===== src/rtl/f_pc_ctrl.sv =====
// Fetch-stage PC controller: sequences the fetch address, applies D-stage redirects
// (branch, j/jal, jr/jalr) and parks a redirect target while imem back-pressures.
module f_pc_ctrl #(
    parameter logic [31:0] RESET_PC = 32'h0000_3000,
    parameter logic [31:0] IMEM_LO  = 32'h0000_3000,
    parameter logic [31:0] IMEM_HI  = 32'h0000_6FFC
) (
    input  logic        i_clk,
    input  logic        i_rst_n,
    input  logic        i_stall,
    input  logic [1:0]  i_npcOp,
    input  logic        i_jumpEn_of_B,
    input  logic [31:0] i_D_pc,
    input  logic [15:0] i_imm16,
    input  logic [25:0] i_index26,
    input  logic [31:0] i_jrTarget,
    input  logic        i_imem_ready,
    output logic        o_imem_req,
    output logic [31:0] o_F_pc,
    output logic        o_fetch_fire,
    output logic        o_excAdEL
);

    typedef enum logic [1:0] {
        BOOT = 2'd0,
        RUN  = 2'd1,
        HOLD = 2'd2
    } stateT;

    stateT       state, stateNext;
    logic [31:0] pc, pcNext;
    logic [31:0] pending, pendingNext;
    logic [31:0] dPcPlus4;
    logic [31:0] target;
    logic        redirect;

    assign o_imem_req   = (state != BOOT) && !i_stall;
    assign o_fetch_fire = o_imem_req && i_imem_ready;
    assign o_F_pc       = pc;
    assign o_excAdEL    = (pc[1:0] != 2'b00) || (pc < IMEM_LO) || (pc > IMEM_HI);

    assign dPcPlus4 = i_D_pc + 32'd4;

    always_comb begin
        target = dPcPlus4;
        unique case (i_npcOp)
            2'd1:    target = dPcPlus4 + {{14{i_imm16[15]}}, i_imm16, 2'b00};
            2'd2:    target = {dPcPlus4[31:28], i_index26, 2'b00};
            2'd3:    target = i_jrTarget;
            default: target = dPcPlus4;
        endcase
    end

    // Branch-taken flag only qualifies conditional branches; jumps always redirect.
    assign redirect = (state == RUN) && !i_stall &&
                      (((i_npcOp == 2'd1) && i_jumpEn_of_B) || (i_npcOp == 2'd2) || (i_npcOp == 2'd3));

    always_comb begin
        stateNext   = state;
        pcNext      = pc;
        pendingNext = pending;
        unique case (state)
            BOOT: stateNext = RUN;
            RUN: begin
                if (o_fetch_fire) begin
                    pcNext = redirect ? target : pc + 32'd4;
                end else if (redirect) begin
                    // Delay slot at pc still has to be fetched before the target.
                    pendingNext = target;
                    stateNext   = HOLD;
                end
            end
            HOLD: begin
                if (o_fetch_fire) begin
                    pcNext    = pending;
                    stateNext = RUN;
                end
            end
            default: stateNext = BOOT;
        endcase
    end

    always_ff @(posedge i_clk or negedge i_rst_n) begin
        if (!i_rst_n) begin
            state   <= BOOT;
            pc      <= RESET_PC;
            pending <= 32'd0;
        end else begin
            state   <= stateNext;
            pc      <= pcNext;
            pending <= pendingNext;
        end
    end

endmodule


===== config.mk =====
export PLATFORM = sky130hd
export DESIGN_NAME = f_pc_ctrl
export DESIGN_NICKNAME = d
export VERILOG_FILES = /design/src/rtl/f_pc_ctrl.sv
export SDC_FILE = /design/constraint.sdc
export NUM_CORES = 1
export LEC_CHECK = 0
export ABC_CLOCK_PERIOD_IN_PS = 2300
export BUFFER_PORTS_ARGS = -buffer_cell sky130_fd_sc_hd__buf_4
export CAP_MARGIN = 0
export CORE_AREA = 2 2 95 165
export CTS_CLUSTER_SIZE = 24
export DETAILED_ROUTE_END_ITERATION = 10
export DIE_AREA = 0 0 97 167
export PLACE_DENSITY = 0.7
export SYNTH_ARGS = -nofsm -noshare
export SYNTH_HDL_FRONTEND = slang
export SYNTH_SLANG_ARGS = --single-unit

===== constraint.sdc =====
create_clock -name i_clk -period 2.3 [get_ports i_clk]
set_clock_uncertainty 0.1 [all_clocks]
set_input_delay 0.575 -clock i_clk [delete_from_list [all_inputs] [get_ports i_clk]]
set_output_delay 0.575 -clock i_clk [all_outputs]
set_load 0.02 [all_outputs]

=== After elaboration in Yosys (flattened, before gate mapping) ===
Index checks and enable logic that the tools add are counted.

* Mux-type cells: 9
* Add/subtract/negate cells: 3
* $lt $le $gt $ge: 2
* Bitwise logic cells: 1
* Reduce and logical (&&, ||, !) cells: 17
* Equal/unequal tests: 9

{| class="wikitable"
|+ Operators with widths
! cell !! number
|-
| $mux 32 || 3
|-
| $pmux 32 s3 || 1
|-
| $add 32x3->32 const B || 2
|-
| $pmux 32 s2 || 1
|-
| $add 32x32->32 || 1
|-
| $gt 32x15->1 const B || 1
|-
| $lt 32x14->1 const B || 1
|-
| $reduce_and 3->1 || 3
|-
| $ne 2x2->1 const B || 4
|-
| $eq 2x2->1 const B || 3
|-
| $mux 2 || 3
|-
| $pmux 2 s3 || 1
|-
| $reduce_bool 2->1 || 3
|-
| $logic_and 1x1->1 || 5
|-
| $eq 2x1->1 const B || 2
|-
| $logic_or 1x1->1 || 4
|-
| $logic_not 2->1 || 1
|-
| $logic_not 1->1 || 1
|-
| $not 1->1 || 1
|}

* Register bits after elaboration: 66
* Input bits: 113
* Output and inout bits: 35
* Word-level logic and storage cells: 44

=== Longest topological paths before layout ===
* Word-level depth: 8
* Gate-level depth with buffers: 15
* Mapped depth without buffers: 15

=== Worst setup path after synthesis ===
No wires, ideal clock.

* Path type: input to register
* Start: input port i_D_pc[5]
* End: register pending[29]
* Setup time: 0.125 ns
* Arrival time: 3.300 ns
* Data required time: 2.075 ns
* Setup slack: -1.224 ns
* Cell stages on the path: 15
* Buffers on the path: 1
* Cell sequence: nand4_1 -> nor2_2 -> and2_1 -> nand4_1 -> xnor2_1 -> ha_1 -> clkbuf_1 -> nand4_1 -> o221ai_1 -> a221oi_1 -> nand3_1 -> a21oi_1 -> xor2_1 -> a22oi_1 -> mux2_2

* Word-level cells in the longest chain between the ends: 3

{| class="wikitable"
|+ Ends and longest elaborated chain
! item !! RTL line !! source
|-
| start: declaration || 13 || <nowiki>input logic [31:0] i_D_pc,</nowiki>
|-
| $add 32x3->32 (*) || 42 || <nowiki>assign dPcPlus4 = i_D_pc + 32'd4;</nowiki>
|-
| $add 32x32->32 || 47 || <nowiki>2'd1: target = dPcPlus4 + {{14{i_imm16[15]}}, i_imm16, 2'b00};</nowiki>
|-
| $pmux 32 s3 (*) || 46 || <nowiki>unique case (i_npcOp)</nowiki>
|-
| end signal: assignment || 91 || <nowiki>pending <= pendingNext;</nowiki>
|-
| end: declaration || 32 || <nowiki>logic [31:0] pending, pendingNext;</nowiki>
|}

Every way passes the cells marked *; elsewhere a longest branch is shown, timed or not.
A chain may end at the register's enable or synchronous reset.

=== Worst setup path after layout ===
* Start: input port i_D_pc[8]
* End: register pending[29]

The elaborated chain is that of the path after synthesis.

==> impl_metrics.py <==
metrics = {
    "clock_tree": {
        "cts.clk_slew.worst_paths_ns": 0.06,
        "clock_path_buffers": 2,
        "cts_hold_buf": 0,
        "root_buffer": "clkbuf_16",
        "worstSkewPairLatency_ns": 0.34,
        "cts_made_buffers": 9,
        "clock-sinks": 66,
        "cts_tree": "built",
        "h-tree-depth": 3,
    },
    "drt": {
        "drtAntennaViolNets": 0,
        "drt_iter0_markers": 1610,
        "vias": 10120,
        "viasPerCell": 6.921,
        "drc": 0,
        "first_pass_iters": 10,
        "post_drt_wl_per_cell_um": 28.16,
        "finalWirelength_um": 41170,
    },
    "cells_and_area": {
        "diodes": 0,
        "postLayoutCoreUtil_pct": 82.47,
        "final_nets": 1428,
        "drive_above_1_share_pct": 54.81,
        "fillers": 780,
        "syn2layout_area_growth_pct": 86.04,
    },
    "logic_synthesis": {
        "seq_area_frac_synth_pct": 25.15,
        "synth_area_per_cell_um2": 7.775,
        "synth-edff-count": 0,
        "synthCells": 846,
        "synth_top_family_by_area": "simple AND/OR/NAND/NOR gates",
        "yosys_warnings": 0,
        "synthAdderAreaFrac_pct": 7.913,
        "synth_nets": 1000,
        "synth-main-ff-cell": "dfrtp_1",
        "synthXorXnorAreaFrac_pct": 8.788,
        "synthDistinctLibCells": 65,
        "synthSimpleGateAreaFrac_pct": 24.42,
        "synth_compound_area_share_pct": 22.33,
        "ys_ff_latch": 66,
        "async_flop_share_pct": 100.0,
        "synth_mux_area_share_pct": 7.761,
        "syn-cell-area_um2": 6578,
    },
    "setup_path": {
        "worstPathMaxFanout": 3,
        "r2r_start": "o_F_pc[2]",
        "cp_data_arrival_time_ns": 4.52,
        "path_cells": "buf_6 -> nand4_1 -> nor2_4 -> and2_4 -> nand4_1 -> xnor2_2 -> ha_4 -> buf_6 -> nand4_1 -> buf_4 -> o221ai_4 -> a221oi_4 -> nand3_4 -> a21oi_2 -> xor2_1 -> a22oi_1 -> mux2_2",
        "cpMostUsedCell": "nand4_1",
        "critical-path-max-stage-delay_ns": 0.62,
        "ff2ff_setup_slack_ns": -0.24,
        "crit_type": "input port to flip-flop",
        "worstReg2RegEnd": "o_F_pc[31]",
        "cpMaxStageDelayCell": "xnor2_2",
        "cp_data_required_time_ns": 2.42,
        "r2r.worst_path.cells": 8,
        "end_kind": "flip-flop",
        "cp-start-kind": "input port",
    },
    "power": {
        "intPower_mw": 4.931,
        "p_per_area_nw_per_um2": 713.0,
        "fin_total_pwr_mw": 8.724,
        "ir_worst_vdd_v": 0.0004597,
        "clkPwrFrac_pct": 16.3,
        "swShare_pct": 43.48,
        "combPwrFrac_pct": 59.6,
        "sequentialPowerShare_pct": 24.1,
        "p_switching_mw": 3.793,
        "leakagePower_nw": 5.512,
    },
    "place": {
        "io_buffer_count": 147,
        "gp_congestion": 0.9536,
        "hpwl_um": 20210,
        "post-place-ws_ns": -1.532,
    },
    "timing": {
        "tightest_slew_ns": 0.6783,
        "hold_violations": 0,
        "setup_viol": 56,
        "finalCriticalPeriod_ns": 4.395,
        "rsz0062_at_grt": "yes",
        "whs_ns": 0.07478,
        "max_slew_margin_pct": 54.56,
        "finalSetupTns_ns": -74.75,
        "setup_slack_ns": -2.095,
        "fmax_ghz": 0.2276,
        "slew_violations": 0,
        "finalCritPeriodShare_pct": 191.1,
    },
    "min_path": {
        "hold_path_class": "input port to asynchronous set/reset pin",
    },
    "global_routing": {
        "grt_util_met3_pct": 3.735,
        "grt_pass1_wl_um": 42810,
        "grt_max_degree": 36,
        "gr-max-usage-layer": "met2",
        "first_global_vias": 8740,
        "grt_antenna_before_repair": 1,
        "met2_usage_pct": 61.14,
        "overflow": 0,
        "grt.total_usage_pct": 32.92,
        "gr-usage-met1_pct": 33.97,
    },
    "job": {
        "cap_violations": 0,
    },
    "run_status": {
        "outcome": "complete, but fails checks",
        "violations": "negative setup slack",
    },
    "die": {
        "row_count": 59,
        "die_area_um2": 16200,
        "design.core.area_um2": 14840,
        "start_util_pct": 44.33,
        "pin_count": 148,
        "die_x_um": 97,
        "die_h_um": 167,
    },
}
-- routing by layer --
metal	up-vias	wire, um
met5	-	11
met4	2	5751
met3	498	4948
met2	1052	18370
met1	4593	12090
li1	3974	-
-- synthesized netlist by cell type, drive strengths merged, types with 7 or more instances --
master | n | area (um^2)
o31ai | 7 | 52.55
o21ai | 58 | 290.3
ha | 40 | 500.5
and4 | 7 | 61.31
o211ai | 11 | 82.58
a31oi | 10 | 62.56
nor4 | 9 | 83.83
nor2 | 59 | 224.0
nand2b | 8 | 50.05
nand4 | 23 | 150.1
xor2 | 20 | 175.2
o22ai | 12 | 75.07
mux4 | 10 | 225.2
nand3 | 37 | 190.2
a21o | 13 | 97.59
dfrtp | 64 | 1602
clkbuf | 38 | 142.6
nor3 | 20 | 100.1
a21oi | 72 | 360.4
mux2i | 18 | 180.2
nand2 | 140 | 525.5
mux2 | 9 | 105.1
xnor2 | 46 | 402.9
and3 | 14 | 87.58
inv | 19 | 71.32
or3 | 9 | 56.30
a211oi | 7 | 52.55
-- worst max-delay path by stage --
stage / slack, ns / from / depth (start not counted) / to
3_3_place_gp: -1.43 / i_D_pc[9] / 16 / o_F_pc[26]
6_report: -2.09 / i_D_pc[8] / 17 / pending[29]
3_5_place_dp: -1.53 / i_D_pc[9] / 15 / pending[29]
2_1_floorplan: -1.13 / i_D_pc[9] / 15 / pending[29]
4_1_cts: -1.09 / i_D_pc[5] / 16 / o_F_pc[26]
5_1_grt: -2.44 / i_D_pc[8] / 17 / o_F_pc[25]
-- power by group through the flow --
stage | Sequential [mW] | Combinational, mW | Clock [mW]
2_1_floorplan | 2.34 | 1.78 | 0
3_3_place_gp | 2.01 | 3.99 | 0
3_5_place_dp | 2.02 | 4.05 | 0
4_1_cts | 2.03 | 4.32 | 1.41
5_1_grt | 2.14 | 5.40 | 1.47
6_report | 2.10 | 5.20 | 1.42
-- stage by stage --
step / cell area, um^2 / instances
3_3_place_gp: 9879 / 1384
4_1_cts: 11040 / 1433
6_report: 12240 / 1462
3_5_place_dp: 9879 / 1384
5_1_grt: 12240 / 1462
2_1_floorplan: 6799 / 846
-- area by class of cell --
type,instances,area [um^2],share of cell area [%]
inverter,20,80.08,0.6544
tap,183,229.0,1.871
multi-input combinational,718,6183,50.53
clock inverter,4,50.05,0.4090
clock buffer,12,256.5,2.096
sequential,66,1657,13.54
timing repair buffer,459,3781,30.90
-- what timing repair did --
action	4_1_cts	5_1_grt
endpoints found under the setup margin	57	58
endpoints found under the hold margin	0	0
gates resized for setup	123	177
pin swaps	108	131
setup buffers	36	37
-- layout by cell type, fill, tap and decap left out, types with 10 or more instances in the layout --
cell type    n
a21o_1      13
a21oi_1     43
a21oi_2     22
and3_1      12
buf_12      10
buf_4      397
buf_6       48
dfrtp_1     62
ha_1        23
ha_4        16
inv_1       14
mux2i_1     15
mux4_2      10
nand2_1    121
nand2_2     10
nand3_1     29
nand4_1     22
nor2_1      37
nor2_2      14
nor3_1      14
o211ai_1    11
o21ai_0     23
o21ai_1     21
o21ai_2     10
xnor2_1     23
xnor2_2     17
xor2_1      15
-- cells by family after synthesis --
logic type / count (synthesis)
compound gates: 237
xor+xnor: 66
fa+ha+maj: 41
buf+inv: 62
flops: 66
mux: 37
simple gates: 337
-- critical path, delay by kind of cell --
kind / cells / cell delay, ns
buf+inv: 3 / 0.37
mux: 1 / 0.28
compound gates: 4 / 0.88
xor+xnor: 2 / 0.85
simple gates: 6 / 1.18
fa+ha+maj: 1 / 0.36
-- sequential cells by signal, indices dropped and copies added (netlist names) --
signal,cells
state,2
pending,32
o_F_pc,32
(Power assumes the default switching activity.)
